<file path="src/rtl/timer_cc_if.sv">
`default_nettype none
// ============================================================================
//  Module      : timer_cc_if
//  Description : Control/status bundle of the capture/compare timer. The
//                master side drives count, capture and alarm controls; the
//                slave side (the timer) returns captures, alarms and count.
//  Revision    : 1.0 - initial release
// ============================================================================
interface timer_cc_if #(
    parameter int TIMER_BITWIDTH    = 32,
    parameter int NB_CHANNELS       = 4,
    parameter int PRESCALE_BITWIDTH = 8
);
    logic                                  start_in;
    logic [PRESCALE_BITWIDTH-1:0]          prescale_in;
    logic [NB_CHANNELS-1:0]                capture_in;
    logic [NB_CHANNELS-1:0]                capture_ack_in;
    logic [NB_CHANNELS*TIMER_BITWIDTH-1:0] captured_out;
    logic [NB_CHANNELS-1:0]                capture_valid_out;
    logic [NB_CHANNELS-1:0]                capture_ovf_out;
    logic [NB_CHANNELS-1:0]                alarm_en_in;
    logic [NB_CHANNELS*TIMER_BITWIDTH-1:0] alarm_in;
    logic [NB_CHANNELS-1:0]                alarm_periodic_in;
    logic [NB_CHANNELS-1:0]                alarm_out;
    logic [TIMER_BITWIDTH-1:0]             counter_out;
    logic                                  wrap_out;

    // Controller side
    modport master (
        output start_in, prescale_in, capture_in, capture_ack_in,
        output alarm_en_in, alarm_in, alarm_periodic_in,
        input  captured_out, capture_valid_out, capture_ovf_out,
        input  alarm_out, counter_out, wrap_out
    );

    // Timer side
    modport slave (
        input  start_in, prescale_in, capture_in, capture_ack_in,
        input  alarm_en_in, alarm_in, alarm_periodic_in,
        output captured_out, capture_valid_out, capture_ovf_out,
        output alarm_out, counter_out, wrap_out
    );
endinterface
`default_nettype wire

</file>
<file path="src/rtl/timer_cc.sv">
`default_nettype none
// ============================================================================
//  Module      : timer_cc
//  Description : Prescaled free-running counter with NB_CHANNELS independent
//                capture channels (edge-triggered, valid/overflow/ack) and
//                compare channels (one-shot absolute or periodic alarms).
//  Revision    : 1.0 - initial release
// ============================================================================
module timer_cc #(
    parameter int TIMER_BITWIDTH    = 32,
    parameter int NB_CHANNELS       = 4,
    parameter int PRESCALE_BITWIDTH = 8
) (
    input  wire logic   clk_in,
    input  wire logic   rst_an_in,
    input  wire logic   rst_in,
    timer_cc_if.slave   tmr_bus
);

    localparam logic [TIMER_BITWIDTH-1:0]    c_cnt_one   = TIMER_BITWIDTH'(1);
    localparam logic [TIMER_BITWIDTH-1:0]    c_cnt_max   = '1;
    localparam logic [TIMER_BITWIDTH-1:0]    c_cnt_zero  = '0;
    localparam logic [PRESCALE_BITWIDTH-1:0] c_presc_one = PRESCALE_BITWIDTH'(1);

    // ------------------------------------------------------------------
    // Time base
    // ------------------------------------------------------------------
    logic [PRESCALE_BITWIDTH-1:0] r_presc;
    logic [TIMER_BITWIDTH-1:0]    r_count;
    logic                         r_wrap;
    // Low for the first cycle after any reset so that inputs already high
    // when reset releases are taken as history, not as fresh edges.
    logic                         r_primed;

    logic                         w_tick;
    logic [TIMER_BITWIDTH-1:0]    w_count_inc;

    assign w_tick      = tmr_bus.start_in && (r_presc == tmr_bus.prescale_in);
    assign w_count_inc = r_count + c_cnt_one;

    // Prescaler, counter and wrap pulse; start_in low freezes both counters
    always_ff @(posedge clk_in or negedge rst_an_in) begin
        if (!rst_an_in) begin
            r_presc  <= '0;
            r_count  <= '0;
            r_wrap   <= 1'b0;
            r_primed <= 1'b0;
        end else if (rst_in) begin
            r_presc  <= '0;
            r_count  <= '0;
            r_wrap   <= 1'b0;
            r_primed <= 1'b0;
        end else begin
            r_primed <= 1'b1;
            r_wrap   <= 1'b0;
            if (tmr_bus.start_in) begin
                if (w_tick) begin
                    r_presc <= '0;
                    r_count <= w_count_inc;
                    r_wrap  <= (r_count == c_cnt_max);
                end else begin
                    r_presc <= r_presc + c_presc_one;
                end
            end
        end
    end

    // ------------------------------------------------------------------
    // Capture channels
    // ------------------------------------------------------------------
    logic [NB_CHANNELS-1:0]                r_cap_prev;
    logic [NB_CHANNELS-1:0]                r_cap_valid;
    logic [NB_CHANNELS-1:0]                r_cap_ovf;
    logic [NB_CHANNELS*TIMER_BITWIDTH-1:0] r_captured;
    logic [NB_CHANNELS-1:0]                w_cap_edge;

    assign w_cap_edge = tmr_bus.capture_in & ~r_cap_prev & {NB_CHANNELS{r_primed}};

    // Per-channel capture: an ack in the edge cycle frees the slot for the new value
    always_ff @(posedge clk_in or negedge rst_an_in) begin
        if (!rst_an_in) begin
            r_cap_prev  <= '0;
            r_cap_valid <= '0;
            r_cap_ovf   <= '0;
            r_captured  <= '0;
        end else if (rst_in) begin
            r_cap_prev  <= '0;
            r_cap_valid <= '0;
            r_cap_ovf   <= '0;
            r_captured  <= '0;
        end else begin
            r_cap_prev <= tmr_bus.capture_in;
            for (int i = 0; i < NB_CHANNELS; i++) begin
                if (w_cap_edge[i] && (!r_cap_valid[i] || tmr_bus.capture_ack_in[i])) begin
                    r_captured[i*TIMER_BITWIDTH +: TIMER_BITWIDTH] <= r_count;
                    r_cap_valid[i] <= 1'b1;
                    r_cap_ovf[i]   <= 1'b0;
                end else if (w_cap_edge[i]) begin
                    r_cap_ovf[i]   <= 1'b1;
                end else if (tmr_bus.capture_ack_in[i]) begin
                    r_cap_valid[i] <= 1'b0;
                    r_cap_ovf[i]   <= 1'b0;
                end
            end
        end
    end

    // ------------------------------------------------------------------
    // Compare / alarm channels
    // ------------------------------------------------------------------
    logic [NB_CHANNELS-1:0]                r_en_prev;
    logic [NB_CHANNELS-1:0]                r_armed;
    logic [NB_CHANNELS-1:0]                r_periodic;
    logic [NB_CHANNELS-1:0]                r_alarm;
    logic [NB_CHANNELS*TIMER_BITWIDTH-1:0] r_compare;
    logic [NB_CHANNELS*TIMER_BITWIDTH-1:0] r_period;
    logic [NB_CHANNELS-1:0]                w_en_rise;

    assign w_en_rise = tmr_bus.alarm_en_in & ~r_en_prev & {NB_CHANNELS{r_primed}};

    // Per-channel arm/fire; mode and period are latched at arm time so live
    // input changes have no effect until the next rising edge of alarm_en_in
    always_ff @(posedge clk_in or negedge rst_an_in) begin
        if (!rst_an_in) begin
            r_en_prev  <= '0;
            r_armed    <= '0;
            r_periodic <= '0;
            r_alarm    <= '0;
            r_compare  <= '0;
            r_period   <= '0;
        end else if (rst_in) begin
            r_en_prev  <= '0;
            r_armed    <= '0;
            r_periodic <= '0;
            r_alarm    <= '0;
            r_compare  <= '0;
            r_period   <= '0;
        end else begin
            r_en_prev <= tmr_bus.alarm_en_in;
            for (int i = 0; i < NB_CHANNELS; i++) begin
                r_alarm[i] <= 1'b0;
                if (!tmr_bus.alarm_en_in[i]) begin
                    r_armed[i] <= 1'b0;
                end else if (w_en_rise[i]) begin
                    r_periodic[i] <= tmr_bus.alarm_periodic_in[i];
                    r_period[i*TIMER_BITWIDTH +: TIMER_BITWIDTH] <=
                        tmr_bus.alarm_in[i*TIMER_BITWIDTH +: TIMER_BITWIDTH];
                    if (tmr_bus.alarm_periodic_in[i]) begin
                        r_compare[i*TIMER_BITWIDTH +: TIMER_BITWIDTH] <=
                            r_count + tmr_bus.alarm_in[i*TIMER_BITWIDTH +: TIMER_BITWIDTH];
                        // A zero period would fire on every tick forever; refuse it
                        r_armed[i] <= (tmr_bus.alarm_in[i*TIMER_BITWIDTH +: TIMER_BITWIDTH]
                                       != c_cnt_zero);
                    end else begin
                        r_compare[i*TIMER_BITWIDTH +: TIMER_BITWIDTH] <=
                            tmr_bus.alarm_in[i*TIMER_BITWIDTH +: TIMER_BITWIDTH];
                        r_armed[i] <= 1'b1;
                    end
                end else if (r_armed[i] && w_tick &&
                             (w_count_inc == r_compare[i*TIMER_BITWIDTH +: TIMER_BITWIDTH])) begin
                    // Registered so the pulse lines up with counter_out == compare
                    r_alarm[i] <= 1'b1;
                    if (r_periodic[i]) begin
                        r_compare[i*TIMER_BITWIDTH +: TIMER_BITWIDTH] <=
                            r_compare[i*TIMER_BITWIDTH +: TIMER_BITWIDTH] +
                            r_period[i*TIMER_BITWIDTH +: TIMER_BITWIDTH];
                    end else begin
                        r_armed[i] <= 1'b0;
                    end
                end
            end
        end
    end

    // ------------------------------------------------------------------
    // Outputs (all registered)
    // ------------------------------------------------------------------
    assign tmr_bus.counter_out       = r_count;
    assign tmr_bus.wrap_out          = r_wrap;
    assign tmr_bus.captured_out      = r_captured;
    assign tmr_bus.capture_valid_out = r_cap_valid;
    assign tmr_bus.capture_ovf_out   = r_cap_ovf;
    assign tmr_bus.alarm_out         = r_alarm;

endmodule
`default_nettype wire
</file>
<file path="src/flat_wrapper.sv">
// flat-port wrapper written by rule: the top's interface ports become plain ports
module timer_cc_flat 
#(
    parameter int TIMER_BITWIDTH    = 32,
    parameter int NB_CHANNELS       = 4,
    parameter int PRESCALE_BITWIDTH = 8
)
  (clk_in, rst_an_in, rst_in, tmr_bus_start_in, tmr_bus_prescale_in, tmr_bus_capture_in, tmr_bus_capture_ack_in, tmr_bus_alarm_en_in, tmr_bus_alarm_in, tmr_bus_alarm_periodic_in, tmr_bus_captured_out, tmr_bus_capture_valid_out, tmr_bus_capture_ovf_out, tmr_bus_alarm_out, tmr_bus_counter_out, tmr_bus_wrap_out);
  timer_cc_if #(.TIMER_BITWIDTH(TIMER_BITWIDTH), .NB_CHANNELS(NB_CHANNELS), .PRESCALE_BITWIDTH(PRESCALE_BITWIDTH)) tmr_bus_i ();
  input  wire logic clk_in;
  input  wire logic rst_an_in;
  input  wire logic rst_in;
  input wire logic [$bits(tmr_bus_i.start_in)-1:0] tmr_bus_start_in;
  input wire logic [$bits(tmr_bus_i.prescale_in)-1:0] tmr_bus_prescale_in;
  input wire logic [$bits(tmr_bus_i.capture_in)-1:0] tmr_bus_capture_in;
  input wire logic [$bits(tmr_bus_i.capture_ack_in)-1:0] tmr_bus_capture_ack_in;
  input wire logic [$bits(tmr_bus_i.alarm_en_in)-1:0] tmr_bus_alarm_en_in;
  input wire logic [$bits(tmr_bus_i.alarm_in)-1:0] tmr_bus_alarm_in;
  input wire logic [$bits(tmr_bus_i.alarm_periodic_in)-1:0] tmr_bus_alarm_periodic_in;
  output wire logic [$bits(tmr_bus_i.captured_out)-1:0] tmr_bus_captured_out;
  output wire logic [$bits(tmr_bus_i.capture_valid_out)-1:0] tmr_bus_capture_valid_out;
  output wire logic [$bits(tmr_bus_i.capture_ovf_out)-1:0] tmr_bus_capture_ovf_out;
  output wire logic [$bits(tmr_bus_i.alarm_out)-1:0] tmr_bus_alarm_out;
  output wire logic [$bits(tmr_bus_i.counter_out)-1:0] tmr_bus_counter_out;
  output wire logic [$bits(tmr_bus_i.wrap_out)-1:0] tmr_bus_wrap_out;
  assign tmr_bus_i.start_in = tmr_bus_start_in;
  assign tmr_bus_i.prescale_in = tmr_bus_prescale_in;
  assign tmr_bus_i.capture_in = tmr_bus_capture_in;
  assign tmr_bus_i.capture_ack_in = tmr_bus_capture_ack_in;
  assign tmr_bus_i.alarm_en_in = tmr_bus_alarm_en_in;
  assign tmr_bus_i.alarm_in = tmr_bus_alarm_in;
  assign tmr_bus_i.alarm_periodic_in = tmr_bus_alarm_periodic_in;
  assign tmr_bus_captured_out = tmr_bus_i.captured_out;
  assign tmr_bus_capture_valid_out = tmr_bus_i.capture_valid_out;
  assign tmr_bus_capture_ovf_out = tmr_bus_i.capture_ovf_out;
  assign tmr_bus_alarm_out = tmr_bus_i.alarm_out;
  assign tmr_bus_counter_out = tmr_bus_i.counter_out;
  assign tmr_bus_wrap_out = tmr_bus_i.wrap_out;
  timer_cc #(.TIMER_BITWIDTH(TIMER_BITWIDTH), .NB_CHANNELS(NB_CHANNELS), .PRESCALE_BITWIDTH(PRESCALE_BITWIDTH)) u_core (.clk_in(clk_in), .rst_an_in(rst_an_in), .rst_in(rst_in), .tmr_bus(tmr_bus_i));
endmodule
</file>
<file path="config.mk">
export PLATFORM = sky130hd
export DESIGN_NAME = timer_cc_flat
export DESIGN_NICKNAME = d
export VERILOG_FILES = /design/src/rtl/timer_cc_if.sv /design/src/rtl/timer_cc.sv /design/src/flat_wrapper.sv
export SDC_FILE = /design/constraint.sdc
export NUM_CORES = 2
export LEC_CHECK = 0
export ABC_AREA = 1
export CELL_PAD_IN_SITES_DETAIL_PLACEMENT = 1
export CELL_PAD_IN_SITES_GLOBAL_PLACEMENT = 2
export CORE_MARGIN = 2
export CORE_UTILIZATION = 35
export DETAILED_ROUTE_END_ITERATION = 10
export PLACE_DENSITY = 0.88
export SLEW_MARGIN = 40
export SYNTH_ARGS = -nofsm -noshare
export SYNTH_HDL_FRONTEND = slang
export SYNTH_SLANG_ARGS = --single-unit
</file>
<file path="constraint.sdc">
create_clock -name clk_in -period 7.1 [get_ports clk_in]
set_input_delay 1.42 -clock clk_in [delete_from_list [all_inputs] [get_ports clk_in]]
set_output_delay 1.42 -clock clk_in [all_outputs]
set_load 0.02 [all_outputs]
</file>
* Yosys cells after proc, flatten, opt, wreduce, memory -nomap -nowiden *
Cells that the tools add are included.

word-level totals
  register bits after elaboration = 454
  bits of input ports = 156
  output and inout port bits = 173
  word-level logic and storage cells = 253

operators by class
  add/sub/neg operators = 10
  equal/unequal tests = 18
  mux-type cells = 112
  bitwise logic cells = 6
  reduce and logical (&&, ||, !) cells = 72

operators with widths
  cell                                                             number
  32-bit two-way mux                                               35
  128-bit two-way mux                                              3
  32-bit adder                                                     8
  32-bit == test                                                   4
  32-bit nonzero test                                              4
  1-bit two-way mux                                                64
  3-bit nonzero test                                               12
  32-bit by 1-bit adder with 32-bit output, second input constant  1
  32-bit == test, second input constant                            1
  4-bit two-way mux                                                7
  2-bit nonzero test                                               14
  2-bit AND reduction                                              13
  8-bit two-way mux                                                3
  4-bit AND                                                        4
  4-bit by 2-bit != test with 1-bit output, second input constant  4
  4-bit != test, second input constant                             4
  4-bit nonzero test                                               4
  1-bit logical AND                                                13
  3-bit != test, second input constant                             4
  3-bit AND reduction                                              4
  8-bit by 1-bit adder with 8-bit output, second input constant    1
  8-bit == test                                                    1
  4-bit inverter                                                   2
  1-bit zero test                                                  4
  1-bit logical OR                                                 4

* Longest topological paths before layout *
  depth in word-level cells = 8
  gate-level depth with buffers = 19
  mapped depth without buffers = 19

* Worst setup path after synthesis *
No wires, ideal clock.

  kind = input -> register
  start = input tmr_bus_alarm_in[32]
  end = register u_core.r_compare[50]
  library setup time = 0.066 ns
  arrival time = 3.284 ns
  required time = 7.034 ns
  slack = 3.750 ns
  cell stages on the path = 16
  path buffers = 0
  cells stage by stage = ha_1 inv_1 fa_1 o21ai_0 nand2_1 nand2_1 nand3_1 nand2_1 nand2_1 nand2_1 nor2_1 o21ai_0 nand2_1 nor2_1 nand3_1 nand2_1

on the way
  cells in the longest elaborated chain, start to end = 5

RTL lines
  element                        line                RTL
  start, declared                flat_wrapper.sv:18  input wire logic [$bits(tmr_bus_i.alarm_in)-1:0] tmr_bus_alarm_in;
  32-bit adder                   timer_cc.sv:150     r_count + tmr_bus.alarm_in[i*TIMER_BITWIDTH +: TIMER_BITWIDTH];
  32-bit two-way mux             timer_cc.sv:148     if (tmr_bus.alarm_periodic_in[i]) begin
  32-bit two-way mux             timer_cc.sv:144     end else if (w_en_rise[i]) begin
  32-bit two-way mux             timer_cc.sv:142     if (!tmr_bus.alarm_en_in[i]) begin
  128-bit two-way mux            timer_cc.sv:131     end else if (rst_in) begin
  end signal, assigned by index  timer_cc.sv:149     r_compare[i*TIMER_BITWIDTH +: TIMER_BITWIDTH] <=
  end signal, assigned by index  timer_cc.sv:155     r_compare[i*TIMER_BITWIDTH +: TIMER_BITWIDTH] <=
  end signal, assigned by index  timer_cc.sv:164     r_compare[i*TIMER_BITWIDTH +: TIMER_BITWIDTH] <=
  end, declared                  timer_cc.sv:115     logic [NB_CHANNELS*TIMER_BITWIDTH-1:0] r_compare;

Every way passes these cells. The select of a mux whose other input is x is not followed.
A chain may end at the register's enable or synchronous reset.

* Worst setup path in the final report *
  start = register u_core.r_count[14] (netlist: u_core.tmr_bus.counter_out[14])
  end = register u_core.r_compare[28]

on the way
  cells in the longest elaborated chain, start to end = 5
  elaborated cells between the ends (all ways) = 10
  classes of those cells = add/sub: 2; eq/ne: 1; mux: 4; reduce/logical: 3

RTL lines
  element                                                                      line                              RTL
  start, declared                                                              timer_cc.sv:29                    logic [TIMER_BITWIDTH-1:0] r_count;
  start signal, assigned                                                       timer_cc.sv:59                    r_count <= w_count_inc;
  32-bit by 1-bit adder with 32-bit output or 32-bit adder (tied branches)     timer_cc.sv:39, timer_cc.sv:150
  32-bit == test or 32-bit two-way mux (tied branches)                         timer_cc.sv:160, timer_cc.sv:148
  1-bit logical AND or 32-bit two-way mux (tied branches)                      timer_cc.sv:159, timer_cc.sv:144
  3-bit nonzero test (no source line) or 32-bit two-way mux (tied branches)    -
  3-bit AND reduction (no source line) or 128-bit two-way mux (tied branches)  -

Several ways; a longest one is shown, not always the timed one. The select of a mux whose other input is x is not followed.

==> flow_results.xml <==
<?xml version="1.0" encoding="UTF-8"?>
<metrics>
  <group name="routing">
    <metric name="first_pass_iters" unit="">7</metric>
    <metric name="route.top_layer_used" unit="">met5</metric>
    <metric name="met1_length" unit="um">87300</metric>
    <metric name="totalWireLength" unit="um">210000</metric>
    <metric name="number_of_drc_markers_in_iteration_0" unit="">4119</metric>
    <metric name="dr_wl_met3" unit="um">14500</metric>
    <metric name="vias_per_cell" unit="">5.74</metric>
    <metric name="routedWlPerCell" unit="um">25.8</metric>
    <metric name="drc" unit="">0</metric>
    <metric name="dr_total_vias" unit="">46800</metric>
    <metric name="routed-wl-met2" unit="um">94700</metric>
    <metric name="route.antenna.remaining_nets" unit="">0</metric>
  </group>
  <group name="clock_tree">
    <metric name="clock_sinks" unit="">454</metric>
    <metric name="numCtsBuffers" unit="">58</metric>
    <metric name="number_of_buffers_inserted_for_hold_repair_after_clock_tree_synthesis" unit="">0</metric>
    <metric name="root_buffer" unit="">sky130_fd_sc_hd__clkbuf_16</metric>
    <metric name="clock_tree_from_tritoncts" unit="">built</metric>
    <metric name="count_of_buffers_added_by_post_cts_timing_repair_for_setup" unit="">0</metric>
    <metric name="cts.htree.levels" unit="">2</metric>
    <metric name="cts-resized-gates" unit="">0</metric>
    <metric name="cts-root-to-sink-buffers" unit="">3</metric>
    <metric name="clock_insertion_delay_worst_skew" unit="ns">0.70</metric>
    <metric name="cts.reportedPaths.clkPinSlew" unit="ns">0.06</metric>
  </group>
  <group name="global_routing">
    <metric name="grt_pass1_vias" unit="">47200</metric>
    <metric name="total_congestion_overflow" unit="">0</metric>
    <metric name="global_route.usage.total" unit="%">35.0</metric>
    <metric name="initial_antenna_violation_count" unit="">18</metric>
    <metric name="pin_count_of_the_biggest_net_entering_global_routing" unit="">148</metric>
    <metric name="grt_first_pass_wirelength" unit="um">307000</metric>
  </group>
  <group name="sta">
    <metric name="timing_worst_slew_pin_value" unit="ns">0.905</metric>
    <metric name="finalSetupTns" unit="ns">0</metric>
    <metric name="final.min_clock_period" unit="ns">4.88</metric>
    <metric name="maxClockFrequency" unit="MHz">205</metric>
    <metric name="report.final.setup_viol" unit="">0</metric>
    <metric name="rsz0062_at_grt" unit="">no</metric>
    <metric name="max-slew-margin-rel" unit="%">39.7</metric>
    <metric name="finalHoldViolations" unit="">0</metric>
    <metric name="final-max-slew-violation-count" unit="">0</metric>
    <metric name="post-route-period-util" unit="%">68.7</metric>
    <metric name="worst_clock_skew" unit="ns">0.0334</metric>
  </group>
  <group name="placed_design">
    <metric name="postPlaceCellArea" unit="sq um">45300</metric>
    <metric name="hpwlAfterDp" unit="um">166000</metric>
    <metric name="port_buffers" unit="">328</metric>
    <metric name="final_wtd_congestion" unit="">1.06</metric>
  </group>
  <group name="worst_setup_path">
    <metric name="path_cells" unit="">buf_4 -&gt; nand2_1 -&gt; nor2_1 -&gt; nand2_1 -&gt; nor2_1 -&gt; nand2_1 -&gt; nand2_1 -&gt; nand2_1 -&gt; nand2_1 -&gt; nand2_1 -&gt; nor2_1 -&gt; nand2_1 -&gt; nor2_1 -&gt; nand4_1 -&gt; nand2_2 -&gt; nand2_2 -&gt; nand2_1 -&gt; nand2_1</metric>
    <metric name="critical-path-top-delay-family" unit="">simple AND/OR/NAND/NOR gates</metric>
    <metric name="critical_path.reg2reg.endpoint" unit="">u_core.r_compare[28]</metric>
    <metric name="worstPathBufferInverterCount" unit="">1</metric>
    <metric name="crit_slowest_cell" unit="">sky130_fd_sc_hd__dfrtp_1</metric>
    <metric name="reg2reg_from" unit="">u_core.tmr_bus.counter_out[14]</metric>
    <metric name="rr_worst_depth" unit="">18</metric>
    <metric name="worst_setup_path_end_kind" unit="">register</metric>
    <metric name="cpPeakStageDelay" unit="ns">0.70</metric>
    <metric name="cp-start-kind" unit="">register</metric>
    <metric name="worst-path-max-fanout" unit="">33</metric>
    <metric name="crit_type" unit="">register to register</metric>
    <metric name="cp-startpoint" unit="">u_core.tmr_bus.counter_out[14]</metric>
    <metric name="timing.critical_path.arrival" unit="ns">5.45</metric>
    <metric name="reg2reg_slack" unit="ns">2.22</metric>
    <metric name="worstPathRequired" unit="ns">7.67</metric>
    <metric name="timing.critical_path.mode_cell" unit="">sky130_fd_sc_hd__nand2_1</metric>
  </group>
  <group name="die">
    <metric name="io_pins" unit="">329</metric>
    <metric name="die_height" unit="um">343</metric>
    <metric name="fp.dieW" unit="um">343</metric>
    <metric name="floorplan.initialDensity" unit="%">35.2</metric>
    <metric name="core" unit="sq um">114000</metric>
    <metric name="dieArea" unit="sq um">117000</metric>
    <metric name="core.rowCount" unit="">124</metric>
  </group>
  <group name="synthesis">
    <metric name="synth.lib_cells_used.distinct" unit="">50</metric>
    <metric name="synthArstFlopShare" unit="%">100</metric>
    <metric name="synth_sequential_area_ratio" unit="%">28.3</metric>
    <metric name="ys_warn_count" unit="">0</metric>
    <metric name="post_synth_inst_count" unit="">6265</metric>
    <metric name="postSynth.topFlopCell" unit="">sky130_fd_sc_hd__dfrtp_1</metric>
    <metric name="number_of_synthesized_flops_with_an_enable_pin" unit="">0</metric>
    <metric name="post_synth.cell_area_avg" unit="sq um">6.40</metric>
    <metric name="syn_area" unit="sq um">40100</metric>
    <metric name="mappedNetlistNets" unit="">6679</metric>
    <metric name="postSynthRegisterBits" unit="">454</metric>
  </group>
  <group name="layout">
    <metric name="post-route-cell-area" unit="sq um">47400</metric>
    <metric name="post_route_cells_drive_above_1_share" unit="%">4.95</metric>
    <metric name="final_nets" unit="">6991</metric>
    <metric name="syn2layout_area_growth" unit="%">18.2</metric>
  </group>
  <group name="pwr">
    <metric name="p_switching" unit="mW">2.91</metric>
    <metric name="worst_ir_drop_vdd" unit="uV">190</metric>
    <metric name="power_per_cell_area" unit="nW/um^2">174</metric>
    <metric name="power_frac_seq" unit="%">37.0</metric>
    <metric name="part_of_the_total_power_dissipated_in_combinational_logic" unit="%">23.5</metric>
    <metric name="internal_power" unit="mW">5.33</metric>
    <metric name="clkPwrFrac" unit="%">39.5</metric>
    <metric name="netSwitchingFraction" unit="%">35.3</metric>
    <metric name="power_leakage" unit="nW">23.7</metric>
  </group>
  <group name="run">
    <metric name="maxCapViolations" unit="">0</metric>
  </group>
  <group name="worst_hold_path">
    <metric name="min_to" unit="">u_core.tmr_bus.captured_out[36]</metric>
    <metric name="min_path_type" unit="">register to register</metric>
    <metric name="min_delay_path_depth" unit="">2</metric>
    <metric name="timing.hold.worst.start" unit="">u_core.tmr_bus.captured_out[36]</metric>
  </group>
  <group name="outcome">
    <metric name="outcome" unit="">finished, final reports clean</metric>
  </group>
</metrics>
-- state kept, by name, summed over array words and instances, names as in the netlist --
signal                            cells
u_core.r_armed                        4
u_core.r_cap_prev                     4
u_core.r_compare                    128
u_core.r_en_prev                      4
u_core.r_period                     128
u_core.r_periodic                     4
u_core.r_presc                        8
u_core.r_primed                       1
u_core.tmr_bus.alarm_out              4
u_core.tmr_bus.capture_ovf_out        4
u_core.tmr_bus.capture_valid_out      4
u_core.tmr_bus.captured_out         128
u_core.tmr_bus.counter_out           32
u_core.tmr_bus.wrap_out               1
-- layout by cell type, fill, tap and decap left out, types with 65 or more instances in the layout --
master                            count
sky130_fd_sc_hd__clkdlybuf4s50_1    326
sky130_fd_sc_hd__ha_1               250
sky130_fd_sc_hd__nand3_1            502
sky130_fd_sc_hd__buf_4               67
sky130_fd_sc_hd__dfrtp_1            453
sky130_fd_sc_hd__nor3_1              65
sky130_fd_sc_hd__inv_1              587
sky130_fd_sc_hd__nand4_1             97
sky130_fd_sc_hd__mux2_2              94
sky130_fd_sc_hd__a21oi_1            478
sky130_fd_sc_hd__nand2_1           2096
sky130_fd_sc_hd__o21ai_0            384
sky130_fd_sc_hd__nor2_1             613
-- stage by stage --
| stage | setup slack (ns) | hold slack (ns) | instances | power, mW | utilization (%) |
|---|---|---|---|---|---|
| 3_5_place_dp | 2.10 | 0.459 | 8027 | 4.98 | 39.7 |
| 2_1_floorplan | 3.75 | 0.455 | 6265 | 4.13 | - |
| 4_1_cts | 2.39 | 0.474 | 8132 | 8.23 | 41.5 |
| 6_report | 2.22 | 0.470 | 8144 | 8.25 | 41.6 |
| 3_3_place_gp | 2.17 | 0.454 | 8026 | 4.93 | 39.7 |
| 5_1_grt | 2.03 | 0.506 | 8139 | 8.59 | 41.6 |
-- worst max path at each step --
stage	depth (start not counted)	endpoint	slack, ns
2_1_floorplan	16	u_core.r_compare[50]	3.75
3_3_place_gp	16	u_core.r_compare[26]	2.17
3_5_place_dp	16	u_core.r_compare[28]	2.10
4_1_cts	18	u_core.r_compare[28]	2.39
5_1_grt	18	u_core.r_compare[19]	2.03
6_report	18	u_core.r_compare[28]	2.22
-- layout make-up --
cell class	count	area (sq um)
diodes	10	25.0
clock buffers	83	1700
clock inverters	22	345
fillers	14900	66600
inverters	602	2260
multi-input cells	5060	25900
flip-flops and latches	454	11400
well taps	1512	1890
repair buffers	401	3920
-- kinds of logic (layout without fill, tap and decap cells) --
family	Yosys count	after routing	share of synthesized area, %
adder cells (fa/ha/maj)	258	258	8.20
buffers and inverters	751	1108	7.19
AO/OA/AOI/OAI	1087	1087	15.0
XOR/XNOR	79	79	1.73
other	0	10	0
multiplexers	94	94	2.64
flip-flops	454	454	28.3
AND/OR/NAND/NOR	3542	3542	36.9
-- power by group through the flow --
stage / clock (mW) / combinational, mW / sequential [mW]
floorplan: 0 / 1.23 / 2.90
global placement: 0 / 1.86 / 3.07
detailed placement: 0 / 1.90 / 3.07
CTS: 3.29 / 1.92 / 3.03
global route: 3.39 / 2.16 / 3.04
finish: 3.26 / 1.94 / 3.05
-- worst register-to-register path, cell delays in order (launching register included) --
cell	delay (ns)
sky130_fd_sc_hd__dfrtp_1	0.70
sky130_fd_sc_hd__buf_4	0.37
sky130_fd_sc_hd__nand2_1	0.13
sky130_fd_sc_hd__nor2_1	0.39
sky130_fd_sc_hd__nand2_1	0.19
sky130_fd_sc_hd__nor2_1	0.25
sky130_fd_sc_hd__nand2_1	0.12
sky130_fd_sc_hd__nand2_1	0.09
sky130_fd_sc_hd__nand2_1	0.26
sky130_fd_sc_hd__nand2_1	0.18
sky130_fd_sc_hd__nand2_1	0.06
sky130_fd_sc_hd__nor2_1	0.10
sky130_fd_sc_hd__nand2_1	0.07
sky130_fd_sc_hd__nor2_1	0.18
sky130_fd_sc_hd__nand4_1	0.17
sky130_fd_sc_hd__nand2_2	0.57
sky130_fd_sc_hd__nand2_2	0.63
sky130_fd_sc_hd__nand2_1	0.23
sky130_fd_sc_hd__nand2_1	0.07
-- metal layers --
layer	up-vias	global-route usage (%)
met5	-	0
met4	12	19.1
met3	494	5.94
met2	1665	55.9
met1	23100	45.1
li1	21500	-
-- Yosys cell counts (55+ instances only) --
cell | number | area, sq um
sky130_fd_sc_hd__nand3_1 | 502 | 2510
sky130_fd_sc_hd__nand4_1 | 97 | 607
sky130_fd_sc_hd__inv_1 | 587 | 2200
sky130_fd_sc_hd__xnor2_1 | 55 | 482
sky130_fd_sc_hd__nor3_1 | 65 | 325
sky130_fd_sc_hd__a21oi_1 | 478 | 2390
sky130_fd_sc_hd__o21ai_0 | 385 | 1930
sky130_fd_sc_hd__ha_1 | 250 | 3130
sky130_fd_sc_hd__nand2_1 | 2097 | 7870
sky130_fd_sc_hd__nor2_1 | 622 | 2330
sky130_fd_sc_hd__mux2_2 | 94 | 1060
sky130_fd_sc_hd__dfrtp_1 | 454 | 11400
sky130_fd_sc_hd__clkbuf_1 | 105 | 394
No activity file was read; power rests on OpenSTA's default activity.
